[src/rtl/weight_bank_if.sv]
// weight_bank_if: command/response handshake plus the shared weight-register bus.
//   master modport: the controller (weight_bank_ctrl) view.
//   slave modport : the command source / weight-bank side view.
// Signals
//   cmd_valid/cmd_ready/cmd_op/cmd_idx/cmd_data : command port
//   rsp_valid/rsp_ready/rsp_data/rsp_err        : response port
//   w_wr, load[N_W], read[N_W], w_rd, set_bank   : weight bank bus
//   busy                                         : controller not idle
interface weight_bank_if #(
  parameter int N_W   = 4,
  parameter int IDX_W = 2
);
  logic             cmd_valid;
  logic             cmd_ready;
  logic [1:0]       cmd_op;
  logic [IDX_W-1:0] cmd_idx;
  logic [31:0]      cmd_data;
  logic             rsp_valid;
  logic             rsp_ready;
  logic [31:0]      rsp_data;
  logic             rsp_err;
  logic [31:0]      w_wr;
  logic [N_W-1:0]   load;
  logic [N_W-1:0]   read;
  logic [31:0]      w_rd;
  logic             set_bank;
  logic             busy;

  modport master (
    input  cmd_valid, cmd_op, cmd_idx, cmd_data, rsp_ready, w_rd,
    output cmd_ready, rsp_valid, rsp_data, rsp_err, w_wr, load, read,
           set_bank, busy
  );

  modport slave (
    output cmd_valid, cmd_op, cmd_idx, cmd_data, rsp_ready, w_rd,
    input  cmd_ready, rsp_valid, rsp_data, rsp_err, w_wr, load, read,
           set_bank, busy
  );
endinterface

[src/rtl/weight_bank_ctrl.sv]
// weight_bank_ctrl: master-side controller for a bank of N_W weight registers.
//   clk   : rising-edge clock
//   rst_n : asynchronous active-low reset
//   bus   : weight_bank_if.master
//     command port  (cmd_valid/ready, op 00=write 01=read 10=write-verify 11=nop)
//     response port (rsp_valid/ready, rsp_data, rsp_err), held until accepted
//     bank bus      (w_wr, one-hot load/read strobes, w_rd capture, set_bank pulse)
//     busy          : FSM not in IDLE
// One command in flight. Latency accept->rsp_valid: write 2, read 2, write-verify 3.
module weight_bank_ctrl #(
  parameter int N_W   = 4,
  parameter int IDX_W = 2
) (
  input  logic          clk,
  input  logic          rst_n,
  weight_bank_if.master bus
);

  typedef enum logic [2:0] {
    ST_INIT,
    ST_PRESET,
    ST_IDLE,
    ST_WR,
    ST_RD,
    ST_RESP
  } state_t;

  typedef enum logic [1:0] {
    OP_WRITE   = 2'b00,
    OP_READ    = 2'b01,
    OP_WVERIFY = 2'b10,
    OP_NOP     = 2'b11
  } op_t;

  localparam logic [IDX_W:0] N_W_L = (IDX_W+1)'(N_W);

  state_t           state_q, state_d;
  op_t              op_q;
  op_t              cmd_op;
  logic [IDX_W-1:0] idx_q;
  logic [31:0]      wdata_q;
  logic [31:0]      rsp_data_q;
  logic             rsp_err_q;
  logic [N_W-1:0]   sel_oh;
  logic             idx_bad;

  // control strobes from the next-state logic into the datapath
  logic             accept;
  logic             ld_wdata;
  logic             cap_bad;
  logic             cap_wr;
  logic             cap_rd;

  assign cmd_op  = op_t'(bus.cmd_op);
  assign idx_bad = ({1'b0, bus.cmd_idx} >= N_W_L);

  always_comb begin
    sel_oh = '0;
    for (int unsigned i = 0; i < N_W; i++) begin
      sel_oh[i] = (idx_q == IDX_W'(i));
    end
  end

  always_ff @(posedge clk or negedge rst_n) begin
    if (!rst_n) begin
      state_q <= ST_INIT;
    end else begin
      state_q <= state_d;
    end
  end

  // INIT spans reset plus the first cycle after release, so set_bank (decoded
  // from PRESET) is low during reset and on the first edge, then high for
  // exactly one cycle.
  always_comb begin
    state_d  = state_q;
    accept   = 1'b0;
    ld_wdata = 1'b0;
    cap_bad  = 1'b0;
    cap_wr   = 1'b0;
    cap_rd   = 1'b0;

    unique case (state_q)
      ST_INIT:   state_d = ST_PRESET;
      ST_PRESET: state_d = ST_IDLE;
      ST_IDLE: begin
        if (bus.cmd_valid) begin
          accept = 1'b1;
          if (cmd_op == OP_NOP) begin
            state_d = ST_IDLE;
          end else if (idx_bad) begin
            cap_bad = 1'b1;
            state_d = ST_RESP;
          end else if (cmd_op == OP_READ) begin
            state_d = ST_RD;
          end else begin
            ld_wdata = 1'b1;
            state_d  = ST_WR;
          end
        end
      end
      ST_WR: begin
        if (op_q == OP_WVERIFY) begin
          state_d = ST_RD;
        end else begin
          cap_wr  = 1'b1;
          state_d = ST_RESP;
        end
      end
      ST_RD: begin
        cap_rd  = 1'b1;
        state_d = ST_RESP;
      end
      ST_RESP: begin
        if (bus.rsp_ready) begin
          state_d = ST_IDLE;
        end
      end
      default: state_d = ST_INIT;
    endcase
  end

  always_comb begin
    bus.cmd_ready = (state_q == ST_IDLE);
    bus.busy      = (state_q != ST_IDLE);
    bus.set_bank  = (state_q == ST_PRESET);
    bus.load      = (state_q == ST_WR) ? sel_oh : '0;
    bus.read      = (state_q == ST_RD) ? sel_oh : '0;
    bus.rsp_valid = (state_q == ST_RESP);
    bus.rsp_data  = rsp_data_q;
    bus.rsp_err   = rsp_err_q;
    bus.w_wr      = wdata_q;
  end

  // wdata_q doubles as the w_wr driver and the write-verify reference; it is
  // only updated by commands that reach WR, so w_wr keeps the last written value.
  always_ff @(posedge clk or negedge rst_n) begin
    if (!rst_n) begin
      op_q       <= OP_WRITE;
      idx_q      <= '0;
      wdata_q    <= '0;
      rsp_data_q <= '0;
      rsp_err_q  <= 1'b0;
    end else begin
      if (accept) begin
        op_q  <= cmd_op;
        idx_q <= bus.cmd_idx;
      end
      if (ld_wdata) begin
        wdata_q <= bus.cmd_data;
      end
      if (cap_bad) begin
        rsp_data_q <= '0;
        rsp_err_q  <= 1'b1;
      end
      if (cap_wr) begin
        rsp_data_q <= wdata_q;
        rsp_err_q  <= 1'b0;
      end
      if (cap_rd) begin
        rsp_data_q <= bus.w_rd;
        rsp_err_q  <= (op_q == OP_WVERIFY) && (bus.w_rd != wdata_q);
      end
    end
  end

  a_strobe_onehot: assert property (@(posedge clk) disable iff (!rst_n)
    $onehot0({bus.load, bus.read}));

  a_ready_idle: assert property (@(posedge clk) disable iff (!rst_n)
    bus.cmd_ready |-> !bus.rsp_valid);

endmodule
[src/flat_wrapper.sv]
// flat-port wrapper written by rule: the top's interface ports become plain ports
module weight_bank_ctrl_flat 
#(
  parameter int N_W   = 4,
  parameter int IDX_W = 2
)
  (clk, rst_n, bus_cmd_valid, bus_cmd_op, bus_cmd_idx, bus_cmd_data, bus_rsp_ready, bus_w_rd, bus_cmd_ready, bus_rsp_valid, bus_rsp_data, bus_rsp_err, bus_w_wr, bus_load, bus_read, bus_set_bank, bus_busy);
  weight_bank_if #(.N_W(N_W), .IDX_W(IDX_W)) bus_i ();
  input  logic clk;
  input  logic rst_n;
  input wire logic [$bits(bus_i.cmd_valid)-1:0] bus_cmd_valid;
  input wire logic [$bits(bus_i.cmd_op)-1:0] bus_cmd_op;
  input wire logic [$bits(bus_i.cmd_idx)-1:0] bus_cmd_idx;
  input wire logic [$bits(bus_i.cmd_data)-1:0] bus_cmd_data;
  input wire logic [$bits(bus_i.rsp_ready)-1:0] bus_rsp_ready;
  input wire logic [$bits(bus_i.w_rd)-1:0] bus_w_rd;
  output wire logic [$bits(bus_i.cmd_ready)-1:0] bus_cmd_ready;
  output wire logic [$bits(bus_i.rsp_valid)-1:0] bus_rsp_valid;
  output wire logic [$bits(bus_i.rsp_data)-1:0] bus_rsp_data;
  output wire logic [$bits(bus_i.rsp_err)-1:0] bus_rsp_err;
  output wire logic [$bits(bus_i.w_wr)-1:0] bus_w_wr;
  output wire logic [$bits(bus_i.load)-1:0] bus_load;
  output wire logic [$bits(bus_i.read)-1:0] bus_read;
  output wire logic [$bits(bus_i.set_bank)-1:0] bus_set_bank;
  output wire logic [$bits(bus_i.busy)-1:0] bus_busy;
  assign bus_i.cmd_valid = bus_cmd_valid;
  assign bus_i.cmd_op = bus_cmd_op;
  assign bus_i.cmd_idx = bus_cmd_idx;
  assign bus_i.cmd_data = bus_cmd_data;
  assign bus_i.rsp_ready = bus_rsp_ready;
  assign bus_i.w_rd = bus_w_rd;
  assign bus_cmd_ready = bus_i.cmd_ready;
  assign bus_rsp_valid = bus_i.rsp_valid;
  assign bus_rsp_data = bus_i.rsp_data;
  assign bus_rsp_err = bus_i.rsp_err;
  assign bus_w_wr = bus_i.w_wr;
  assign bus_load = bus_i.load;
  assign bus_read = bus_i.read;
  assign bus_set_bank = bus_i.set_bank;
  assign bus_busy = bus_i.busy;
  weight_bank_ctrl #(.N_W(N_W), .IDX_W(IDX_W)) u_core (.clk(clk), .rst_n(rst_n), .bus(bus_i));
endmodule
[config.mk]
export PLATFORM = sky130hd
export DESIGN_NAME = weight_bank_ctrl_flat
export DESIGN_NICKNAME = d
export VERILOG_FILES = /design/src/rtl/weight_bank_if.sv /design/src/rtl/weight_bank_ctrl.sv /design/src/flat_wrapper.sv
export SDC_FILE = /design/constraint.sdc
export NUM_CORES = 1
export LEC_CHECK = 0
export ABC_AREA = 1
export BUFFER_PORTS_ARGS = -buffer_cell sky130_fd_sc_hd__buf_2
export CORE_MARGIN = 2
export CORE_UTILIZATION = 25
export CTS_CLUSTER_SIZE = 14
export DETAILED_ROUTE_END_ITERATION = 6
export HOLD_SLACK_MARGIN = 0.08
export SLEW_MARGIN = 20
export SYNTH_ARGS = -nofsm -noshare
export SYNTH_HDL_FRONTEND = slang
export SYNTH_SLANG_ARGS = --single-unit
[constraint.sdc]
create_clock -name clk -period 1.85 [get_ports clk]
set_clock_uncertainty 0.2 [all_clocks]
set_input_delay 0.2775 -clock clk [delete_from_list [all_inputs] [get_ports clk]]
set_output_delay 0.2775 -clock clk [all_outputs]
set_load 0.02 [all_outputs]
==> flow_summary_export.csv <==
group,metric,value,unit
sta,rsz0062_at_grt,"yes",
grt,antenna_found_initial,0,
clock_network,cts_buffer_depth,2,
sta,finalSetupTns,0,ns
run,max_cap_violations,0,
setup_path,crit_buf_inv,4,
grt,grt_max_degree,39,
floorplan,die_area,0.0156,sq mm
setup_path,critPathSlowestCell,"dfrtp_2",
routing,drt-total-wl,11900,um
routing,drtIter0Drc,166,
floorplan,initial_core_util,0.254,
floorplan,die_x,125,um
synth,ys_ff_latch,72,
final_layout,antenna_cells,0,
placed_design,hpwlAfterDp,8010,um
final_layout,final_cells,872,
floorplan,core_area,0.0144,sq mm
clock_network,cts_max_level,3,
setup_path,crit_chain,"inv_4, nor3_4, buf_6, inv_6, buf_6",
setup_path,critPathMostFrequentCell,"buf_6",
floorplan,rows,44,
setup_path,critPathCaptureType,"output pin",
routing,routed_via_density,4.35,
synth,netlist_instances,464,
min_path,min_path_type,"in -> reg",
sta,fmax,544,MHz
sta,worst_pin_slew,0.361,ns
sta,slew_headroom,0.760,
setup_path,cp_data_arrival_time,1.36,ns
pwr,p_leak,2.86,nW
synth,syn-mean-instance-area,7.90,sq um
floorplan,io_pins,149,
setup_path,path_class,"reg -> out",
setup_path,worstSetupStartpointType,"register",
grt,grt_overflow,0,
routing,drc,0,
setup_path,critPathTopFamily,"flip-flops",
sta,finalSetupViolations,0,
synth,synthFlopType,"dfrtp_1",
synth,yosys_warnings,0,
placed_design,dp.cells,789,
clock_network,numClockSinks,72,
synth,synth_edf_count,0,
final_layout,fillers,1499,
final_layout,drive_gt1_frac,0.294,
status,status,"completed",
setup_path,slowest_delay,0.46,ns
clock_network,cts_inserted_buffers,9,
synth,ys_types,26,
pwr,power_density,1720,mW/mm^2
synth,synth_seq_area_share,0.491,
sta,drv_slew,0,
clock_network,clk_pin_slew,0.05,ns
final_layout,final_util,0.394,
final_layout,nets,757,
setup_path,required,1.37,ns
pwr,ir_drop,0.000722,V
placed_design,gp_congestion,0.789,
routing,dr_total_vias,3797,
routing,antenna_left,0,
sta,hold_violations,0,
routing,dr.pass1.iters,4,
synth,synth_area,0.00367,sq mm
clock_network,cts-root-buf,"clkbuf_16",
grt,grt_pass1_wl,18700,um
grt,first_global_vias,3726,
synth,syn_nets,536,
sta,fin_crit_sh,0.994,
grt,track_usage,0.150,
clock_network,clock_latency,0.33,ns
routing,post_drt_wl_per_cell,13.6,um
floorplan,die_h,125,um
clock_network,cts_tree,"built",
final_layout,area_growth,55.2,%
sta,period_minus_slack,1.84,ns
synth,synth-async-reset-ratio,1.00,
placed_design,portBuffers,148,
setup_path,cp_max_fo,4,
[sequential cells by signal, indices dropped and copies added, names as in the netlist]
register and flops:
u_core.bus.rsp_data 32, u_core.bus.w_wr 32, u_core.state_q 3, u_core.idx_q 2
u_core.op_q 2, u_core.bus.rsp_err 1
[cells in the final DEF, fill, tap and decap left out, types with 4 or more instances in the layout]
cell type,n
a21oi_1,4
a31oi_1,24
buf_2,140
buf_4,20
buf_6,5
clkbuf_16,10
dfrtp_1,70
dlygate4sd3_1,63
inv_1,26
nand2_1,175
nand3_1,24
nor2_1,35
nor3_1,5
nor3_2,4
o21ai_0,26
o21ai_1,6
xnor2_1,23
[metrics by stage]
| step | hold slack [ns] | setup slack, ns | power (W) | instance area [sq um] |
|---|---|---|---|---|
| 3_3_place_gp | 0.0195 | 0.189 | 0.00776 | 4640 |
| 6_report | 0.0999 | 0.0118 | 0.00978 | 5690 |
| 4_1_cts | 0.0834 | -0.00246 | 0.00965 | 5580 |
| 5_1_grt | 0.119 | -0.0585 | 0.0106 | 5690 |
| 3_5_place_dp | 0.0161 | 0.170 | 0.00782 | 4640 |
| 2_1_floorplan | -0.218 | -0.129 | 0.00621 | 3670 |
[final cells by class]
type	instances	area [sq um]	share of cell area
multi-input combinational	339	1650	0.290
sequential	72	1800	0.317
tap	184	230	0.0405
clock inverter	1	5.00	0.000880
clock buffer	13	250	0.0440
inverter	31	126	0.0222
timing repair buffer	232	1620	0.285
[synth_stat cells (3+ instances only)]
cell	number	area share
xnor2_1	23	0.055
buf_2	4	0.0055
dfrtp_1	72	0.49
buf_4	4	0.0082
clkbuf_1	6	0.0061
nand2_1	177	0.18
o21ai_0	26	0.035
inv_1	27	0.028
nor3_1	9	0.012
nor2_1	37	0.038
inv_2	3	0.0031
buf_6	7	0.022
o21ai_1	6	0.0082
a31oi_1	24	0.041
nand3_1	25	0.034
a21oi_1	4	0.0055
[where the power goes]
group | switching [W] | total (W) | leakage [nW] | internal (W)
clock | 0.000627 | 0.00155 | 0.126 | 0.000928
combinational | 0.00314 | 0.00511 | 1.87 | 0.00197
sequential | 0.000708 | 0.00312 | 0.865 | 0.00241
total | 0.00448 | 0.00978 | 2.86 | 0.00530
[path summary, 6_finish.rpt]
kind,startpoint,to,slack [ns],cells after the start
hold reg to reg,u_core.bus.rsp_err,u_core.bus.rsp_err,0.27,2
min in group asynchronous,rst_n,u_core.bus.w_wr[22],0.21,2
max in group asynchronous,rst_n,u_core.bus.rsp_data[12],0.70,3
setup / recovery,u_core.state_q[1],bus_busy,0.01,5
hold / removal,bus_w_rd[25],u_core.bus.rsp_data[25],0.1,3
setup reg to reg,u_core.state_q[2],u_core.state_q[0],0.10,7
[worst min-delay path: cells and delay by family]
kind,cells,cell delay [ns]
AO/OA/AOI/OAI,2,0.21
buffers and inverters,1,0.10
[layer usage]
layer	share of wire	routed length (um)	vias up	global-route usage
met4	0.012	141	0	0.0392
li1	-	-	1926	-
met3	0.055	649	12	0.0441
met2	0.50	5900	123	0.259
met1	0.44	5160	1736	0.183
met5	0	0	-	0
[cells by family (layout without fill, tap and decap cells)]
family                    count (synthesis)  in the layout  share of synthesized area
AOI/OAI and AO/OA                        61             61                     0.0918
and+or+nand+nor                         255            255                      0.287
xor gates and xnor gates                 23             23                     0.0549
buffers and inverters                    53            277                     0.0751
DFF                                      72             72                      0.491
[repair_timing]
| item | 4_1_cts | 5_1_grt |
|---|---|---|
| gates resized for setup | 9 | 21 |
| hold buffers | 63 | 0 |
| setup endpoints to repair | 10 | 41 |
| pin swaps | 2 | 1 |
| hold endpoints to repair | 135 | 0 |
| buffers inserted | 5 | 1 |
| cloned | 0 | 1 |
(Power assumes the default switching activity.)
